==> src/rtl/id_ex_pipe_pkg.sv <==
// Shared definitions for the ID/EX stage: default widths, ALU op encodings and
// the control bundle that is zeroed when a bubble is inserted.
package id_ex_pipe_pkg;

    localparam int DSIZE_DEF  = 16;
    localparam int ASIZE_DEF  = 4;
    localparam int OPSIZE_DEF = 3;

    typedef enum logic [OPSIZE_DEF-1:0] {
        ALU_ADD = 3'd0,
        ALU_SUB = 3'd1,
        ALU_AND = 3'd2,
        ALU_XOR = 3'd3,
        ALU_SLL = 3'd4,
        ALU_SRL = 3'd5,
        ALU_COM = 3'd6,
        ALU_MUL = 3'd7
    } alu_op_e;

    typedef struct packed {
        logic valid;
        logic wen;
        logic memrd;
        logic memwr;
    } ctrl_t;

    localparam ctrl_t CTRL_BUBBLE = '{valid: 1'b0, wen: 1'b0, memrd: 1'b0, memwr: 1'b0};

endpackage

==> src/rtl/id_ex_pipe_fwd_mux.sv <==
// Operand bypass selector: EX/MEM result beats MEM/WB result beats the
// registered operand; register r0 is never bypassed.
module id_ex_pipe_fwd_mux #(
    parameter int DSIZE = 16,
    parameter int ASIZE = 4
) (
    input  logic [ASIZE-1:0] src,
    input  logic [DSIZE-1:0] reg_data,
    input  logic             exmem_wen,
    input  logic [ASIZE-1:0] exmem_rd,
    input  logic [DSIZE-1:0] exmem_result,
    input  logic             memwb_wen,
    input  logic [ASIZE-1:0] memwb_rd,
    input  logic [DSIZE-1:0] memwb_result,
    output logic [DSIZE-1:0] fwd_data
);

    always_comb begin
        fwd_data = reg_data;
        if (exmem_wen && (exmem_rd != '0) && (exmem_rd == src)) begin
            fwd_data = exmem_result;
        end else if (memwb_wen && (memwb_rd != '0) && (memwb_rd == src)) begin
            fwd_data = memwb_result;
        end
    end

endmodule

==> src/rtl/id_ex_pipe.sv <==
// ID/EX pipeline register feeding the ALU, with bubble insertion on load-use.
// ALU_FWD_EN: enables EX/MEM and MEM/WB bypass plus write-through; without it every RAW hazard stalls.
module id_ex_pipe
    import id_ex_pipe_pkg::*;
#(
    parameter int DSIZE  = DSIZE_DEF,
    parameter int ASIZE  = ASIZE_DEF,
    parameter int OPSIZE = OPSIZE_DEF
) (
    input  logic              clk,
    input  logic              rst_n,
    input  logic              id_valid,
    input  logic [ASIZE-1:0]  id_rs1_addr,
    input  logic [ASIZE-1:0]  id_rs2_addr,
    input  logic [DSIZE-1:0]  id_rs1_data,
    input  logic [DSIZE-1:0]  id_rs2_data,
    input  logic [ASIZE-1:0]  id_rd_addr,
    input  logic [OPSIZE-1:0] id_op,
    input  logic [DSIZE-1:0]  id_imm,
    input  logic              id_alusrc,
    input  logic              id_wen,
    input  logic              id_memrd,
    input  logic              id_memwr,
    input  logic              stall,
    input  logic              flush,
    input  logic              exmem_wen,
    input  logic [ASIZE-1:0]  exmem_rd,
    input  logic [DSIZE-1:0]  exmem_result,
    input  logic              memwb_wen,
    input  logic [ASIZE-1:0]  memwb_rd,
    input  logic [DSIZE-1:0]  memwb_result,
    output logic [DSIZE-1:0]  ex_a,
    output logic [DSIZE-1:0]  ex_b,
    output logic [OPSIZE-1:0] ex_op,
    output logic [DSIZE-1:0]  ex_imm,
    output logic [DSIZE-1:0]  ex_store_data,
    output logic [ASIZE-1:0]  ex_rd,
    output logic              ex_valid,
    output logic              ex_wen,
    output logic              ex_memrd,
    output logic              ex_memwr,
    output logic              load_use
);

`ifdef ALU_FWD_EN
    localparam bit FWD_EN = 1'b1;
`else
    localparam bit FWD_EN = 1'b0;
`endif

    ctrl_t              ctrl_reg;
    logic [ASIZE-1:0]   rd_reg;
    logic [ASIZE-1:0]   rs1_addr_reg;
    logic [ASIZE-1:0]   rs2_addr_reg;
    logic [OPSIZE-1:0]  op_reg;
    logic [DSIZE-1:0]   imm_reg;
    logic [DSIZE-1:0]   rs1_data_reg;
    logic [DSIZE-1:0]   rs2_data_reg;
    logic               alusrc_reg;
    logic [DSIZE-1:0]   rs1_data_next;
    logic [DSIZE-1:0]   rs2_data_next;
    logic               bubble;

    function automatic logic addr_hit(input logic en, input logic [ASIZE-1:0] rd,
                                      input logic [ASIZE-1:0] src);
        return en && (rd != '0) && (rd == src);
    endfunction

`ifdef ALU_FWD_EN
    // Only a load in EX cannot be bypassed; rs2 matters only if it is actually read.
    assign load_use = id_valid && ctrl_reg.valid && ctrl_reg.memrd &&
                      (addr_hit(1'b1, rd_reg, id_rs1_addr) ||
                       (addr_hit(1'b1, rd_reg, id_rs2_addr) && (!id_alusrc || id_memwr)));
`else
    logic ex_src;
    assign ex_src   = ctrl_reg.valid && (ctrl_reg.wen || ctrl_reg.memrd);
    assign load_use = id_valid &&
                      (addr_hit(ex_src,    rd_reg,   id_rs1_addr) ||
                       addr_hit(ex_src,    rd_reg,   id_rs2_addr) ||
                       addr_hit(exmem_wen, exmem_rd, id_rs1_addr) ||
                       addr_hit(exmem_wen, exmem_rd, id_rs2_addr) ||
                       addr_hit(memwb_wen, memwb_rd, id_rs1_addr) ||
                       addr_hit(memwb_wen, memwb_rd, id_rs2_addr));
`endif

    // Write-through covers a register file write landing on the same edge as capture.
    assign rs1_data_next = addr_hit(FWD_EN && memwb_wen, memwb_rd, id_rs1_addr) ? memwb_result : id_rs1_data;
    assign rs2_data_next = addr_hit(FWD_EN && memwb_wen, memwb_rd, id_rs2_addr) ? memwb_result : id_rs2_data;

    assign bubble = flush || (!stall && load_use);

    always_ff @(posedge clk or negedge rst_n) begin
        if (!rst_n) begin
            ctrl_reg     <= CTRL_BUBBLE;
            rd_reg       <= '0;
            rs1_addr_reg <= '0;
            rs2_addr_reg <= '0;
            op_reg       <= OPSIZE'(ALU_ADD);
            imm_reg      <= '0;
            rs1_data_reg <= '0;
            rs2_data_reg <= '0;
            alusrc_reg   <= 1'b0;
        end else if (bubble) begin
            ctrl_reg     <= CTRL_BUBBLE;
            rd_reg       <= '0;
            rs1_addr_reg <= '0;
            rs2_addr_reg <= '0;
            op_reg       <= OPSIZE'(ALU_ADD);
            imm_reg      <= '0;
            rs1_data_reg <= '0;
            rs2_data_reg <= '0;
            alusrc_reg   <= 1'b0;
        end else if (!stall) begin
            ctrl_reg     <= '{valid: id_valid, wen: id_wen, memrd: id_memrd, memwr: id_memwr};
            rd_reg       <= id_rd_addr;
            rs1_addr_reg <= id_rs1_addr;
            rs2_addr_reg <= id_rs2_addr;
            op_reg       <= id_op;
            imm_reg      <= id_imm;
            rs1_data_reg <= rs1_data_next;
            rs2_data_reg <= rs2_data_next;
            alusrc_reg   <= id_alusrc;
        end
    end

    logic [ASIZE-1:0] fwd_src [2];
    logic [DSIZE-1:0] fwd_in  [2];
    logic [DSIZE-1:0] fwd_out [2];

    assign fwd_src[0] = rs1_addr_reg;
    assign fwd_src[1] = rs2_addr_reg;
    assign fwd_in[0]  = rs1_data_reg;
    assign fwd_in[1]  = rs2_data_reg;

    // With forwarding disabled the bypass enables are tied off, leaving plain register outputs.
    genvar gi;
    generate
        for (gi = 0; gi < 2; gi++) begin : g_fwd
            id_ex_pipe_fwd_mux #(
                .DSIZE(DSIZE),
                .ASIZE(ASIZE)
            ) u_fwd (
                .src          (fwd_src[gi]),
                .reg_data     (fwd_in[gi]),
                .exmem_wen    (FWD_EN && exmem_wen),
                .exmem_rd     (exmem_rd),
                .exmem_result (exmem_result),
                .memwb_wen    (FWD_EN && memwb_wen),
                .memwb_rd     (memwb_rd),
                .memwb_result (memwb_result),
                .fwd_data     (fwd_out[gi])
            );
        end
    endgenerate

    assign ex_a          = fwd_out[0];
    assign ex_b          = alusrc_reg ? imm_reg : fwd_out[1];
    assign ex_store_data = fwd_out[1];
    assign ex_op         = op_reg;
    assign ex_imm        = imm_reg;
    assign ex_rd         = rd_reg;
    assign ex_valid      = ctrl_reg.valid;
    assign ex_wen        = ctrl_reg.wen;
    assign ex_memrd      = ctrl_reg.memrd;
    assign ex_memwr      = ctrl_reg.memwr;

endmodule

==> config.mk <==
export PLATFORM = sky130hd
export DESIGN_NAME = id_ex_pipe
export DESIGN_NICKNAME = d
export VERILOG_FILES = /design/src/rtl/id_ex_pipe_pkg.sv /design/src/rtl/id_ex_pipe_fwd_mux.sv /design/src/rtl/id_ex_pipe.sv
export SDC_FILE = /design/constraint.sdc
export NUM_CORES = 1
export LEC_CHECK = 0
export BUFFER_PORTS_ARGS = -buffer_cell sky130_fd_sc_hd__buf_2
export CAP_MARGIN = 20
export CORE_MARGIN = 4
export CORE_UTILIZATION = 36
export CTS_CLUSTER_SIZE = 25
export DETAILED_ROUTE_END_ITERATION = 8
export PLACE_DENSITY = 0.69
export SLEW_MARGIN = 20
export SYNTH_ARGS = -nofsm -noshare
export SYNTH_HDL_FRONTEND = slang
export SYNTH_SLANG_ARGS = --single-unit
==> constraint.sdc <==
create_clock -name clk -period 5.15 [get_ports clk]
set_clock_uncertainty 0.05 [all_clocks]
set_input_delay 0.2575 -clock clk [delete_from_list [all_inputs] [get_ports clk]]
set_output_delay 0.2575 -clock clk [all_outputs]
set_load 0.05 [all_outputs]
==> flow_metrics.tcl <==
set metrics [dict create \
    synth_async_sr_flop_share_pct 100.0 \
    post-route-cell-area_um2 4214 \
    finalHoldViolCount 0 \
    rsz0062_at_grt "no" \
    placed_cell_area_um2 3996 \
    overflow 0 \
    crit_type "reg2out" \
    htree_num_levels 3 \
    route.detailed.drc 0 \
    drtIter0Drc 78 \
    powerDensity_nw_per_um2 352.4 \
    fmax_ghz 0.4578 \
    reg2reg_depth 6 \
    yosys.area.top_type "dfrtp_1" \
    die_h_um 101.6 \
    synth_area_um2 3152 \
    relSlewSlack_pct 44.63 \
    grt_start_max_net_pins 61 \
    post_cts_resized 0 \
    critPathSlowestCell "dfrtp_1" \
    critical_path_arrival_ns 1.88 \
    cellLeakagePower_uw 0.002545 \
    gp_congestion 0.9197 \
    timing.critical_path.cells "xnor2_1, nand4_1, a211oi_2, o31a_2, buf_2" \
    synth_nets 372 \
    cts.sinks 60 \
    num_io_pins 190 \
    utilization_pct 50.28 \
    synth.top_cell.area_share_pct 47.64 \
    postCtsSetupBuffers 0 \
    maxCapViolCount 0 \
    crit_fanout 5 \
    hp-class "in2async" \
    max_stage_delay_ns 0.45 \
    clk_latency_ns 0.32 \
    antenna_found_initial 0 \
    area_delta_synth_final_pct 33.70 \
    r2r-end "ex_valid" \
    coreArea_um2 8382 \
    run_status "completed" \
    finalMaxSlewViolations 0 \
    start_util_pct 37.60 \
    num_rows 33 \
    wl_mm 9.021 \
    pre_cts_slack_ns 3.008 \
    synth-edff-count 0 \
    finalSetupTns_ns 0 \
    grt_pass1_vias 2859 \
    grt_pass1_wl_mm 14.26 \
    vias 2780 \
    port_buffers 157 \
    wl_per_cell_um 17.35 \
    die_x_um 101.6 \
    cp-end-kind "primary output" \
    dieArea_um2 10320 \
    drive_above_1_share_pct 48.67 \
    syn_avg_cell_area_um2 12.22 \
    fin_hold_ws_ns 0.04110 \
    r2r-start "ex_rd[2]" \
    ys_types 21 \
    clk_path_buf_depth 2 \
    place_hpwl_mm 6.415 \
    cp.required_ns 4.84 \
    setup_viol 0 \
    cts-root-buf "clkbuf_8" \
    timing.final.ws_setup_ns 2.966 \
    cts_made_buffers 9 \
    ys_seq_area_share_pct 47.64 \
    ys_ff_latch 60 \
    synthCells 258 \
    groute.usage.overall_pct 17.32 \
    tightest_slew_ns 0.8306 \
    firstDrtPassIters 4 \
    fin_crit_sh_pct 42.41 \
    ys.flop_type "dfrtp_1" \
    avgViaCountPerCell 5.346 \
    ant_nets 0 \
    min_period_ns 2.184 \
    path_delay_family "compound AO/OA/AOI/OAI gates" \
    ir_drop_mv 0.1640 \
    postCtsHoldBufs 0 \
    cp_num_buf_inv 1 \
    yosysWarnings 0 \
    rrSetupSlack_ns 3.24 \
    cts_tree "yes" \
    clk_pin_slew_worst_paths_ns 0.07 \
    layout.nets 524 \
    synthTopCellsByArea "dfrtp_1 48%, a22o_1 16%, a21o_1 14%, xnor2_1 6.7%, mux2_2 5.7%" \
    critPathLaunchType "flop" \
    diodes 0 \
]
## synthesized netlist by cell type (2+ instances only)
| cell | n |
|---|---|
| a21oi_1 | 2 |
| a21o_1 | 59 |
| o41ai_2 | 2 |
| dfrtp_1 | 60 |
| xnor2_1 | 24 |
| a22o_1 | 59 |
| nand4_1 | 5 |
| buf_6 | 6 |
| mux2_2 | 16 |
| clkbuf_1 | 14 |
## report_power, final
part	switching, µW	internal (µW)	leakage (µW)	total, µW
Clock	183	286	0.000107	469
Sequential	38.6	514	0.000785	552
Combinational	322	142	0.00165	464
Total	544	941	0.00254	1480
## worst max path at each step
stage                     startpoint         endpoint  slack (ns)  cells after the start
final                       ex_rd[2]         load_use        2.97                      5
after global routing        ex_rd[2]         load_use        2.88                      5
after floorplan             ex_rd[0]         ex_valid        3.19                      6
after global placement         flush         ex_op[0]        3.01                      6
after detailed placement       stall  rs1_data_reg[7]        3.01                      6
after CTS                   ex_rd[2]         load_use        2.95                      5
## per-layer routing
metal  global-route usage, %  share of wire, %  up-vias
met5                       0                 0        -
met4                   4.703              0.80        0
met3                   6.129                11        5
met2                   28.57                47      124
met1                   21.56                41     1355
li1                        -                 -     1296
## kinds of logic (layout without fill, tap and decap cells)
logic type / after synthesis / in the layout / synth area share, %
xor+xnor: 24 / 24 / 6.669
flops: 60 / 60 / 47.64
compound gates: 126 / 126 / 33.23
buf+inv: 21 / 178 / 3.970
mux: 16 / 16 / 5.716
simple gates: 11 / 11 / 2.779
## cells in the final DEF (no fill, tap or decap), drive strengths merged, types with 2 or more instances in the layout
| cell | Yosys | final |
|---|---|---|
| a22o | 60 | 60 |
| bufinv | 0 | 2 |
| nand4 | 6 | 6 |
| a21oi | 2 | 2 |
| buf | 7 | 162 |
| o41ai | 2 | 2 |
| xnor2 | 24 | 24 |
| clkbuf | 14 | 12 |
| a21o | 59 | 59 |
| dfrtp | 60 | 60 |
| nor4 | 2 | 2 |
| mux2 | 16 | 16 |
## area by class of cell
class | instances | area [µm²]
Clock buffer | 12 | 145.1
Clock inverter | 4 | 72.57
Fill cell | 775 | 4168
Multi-Input combinational cell | 177 | 1540
Sequential cell | 60 | 1501
Tap cell | 105 | 131.4
Timing Repair Buffer | 162 | 823.3
## worst reg2reg max path, stage by stage, from the launching register on
cell and delay, ns:
dfrtp_1 0.45, xnor2_1 0.19, nand4_1 0.12, a211oi_2 0.35, nor4_4 0.08, buf_4 0.27, a22o_4 0.30
## through the flow
stage | total power (µW) | std cells
after floorplan | 888.5 | 258
after global placement | 1020 | 504
after detailed placement | 1028 | 504
after CTS | 1507 | 520
after global routing | 1555 | 520
final | 1485 | 520
No activity file was read; power rests on OpenSTA's default activity.
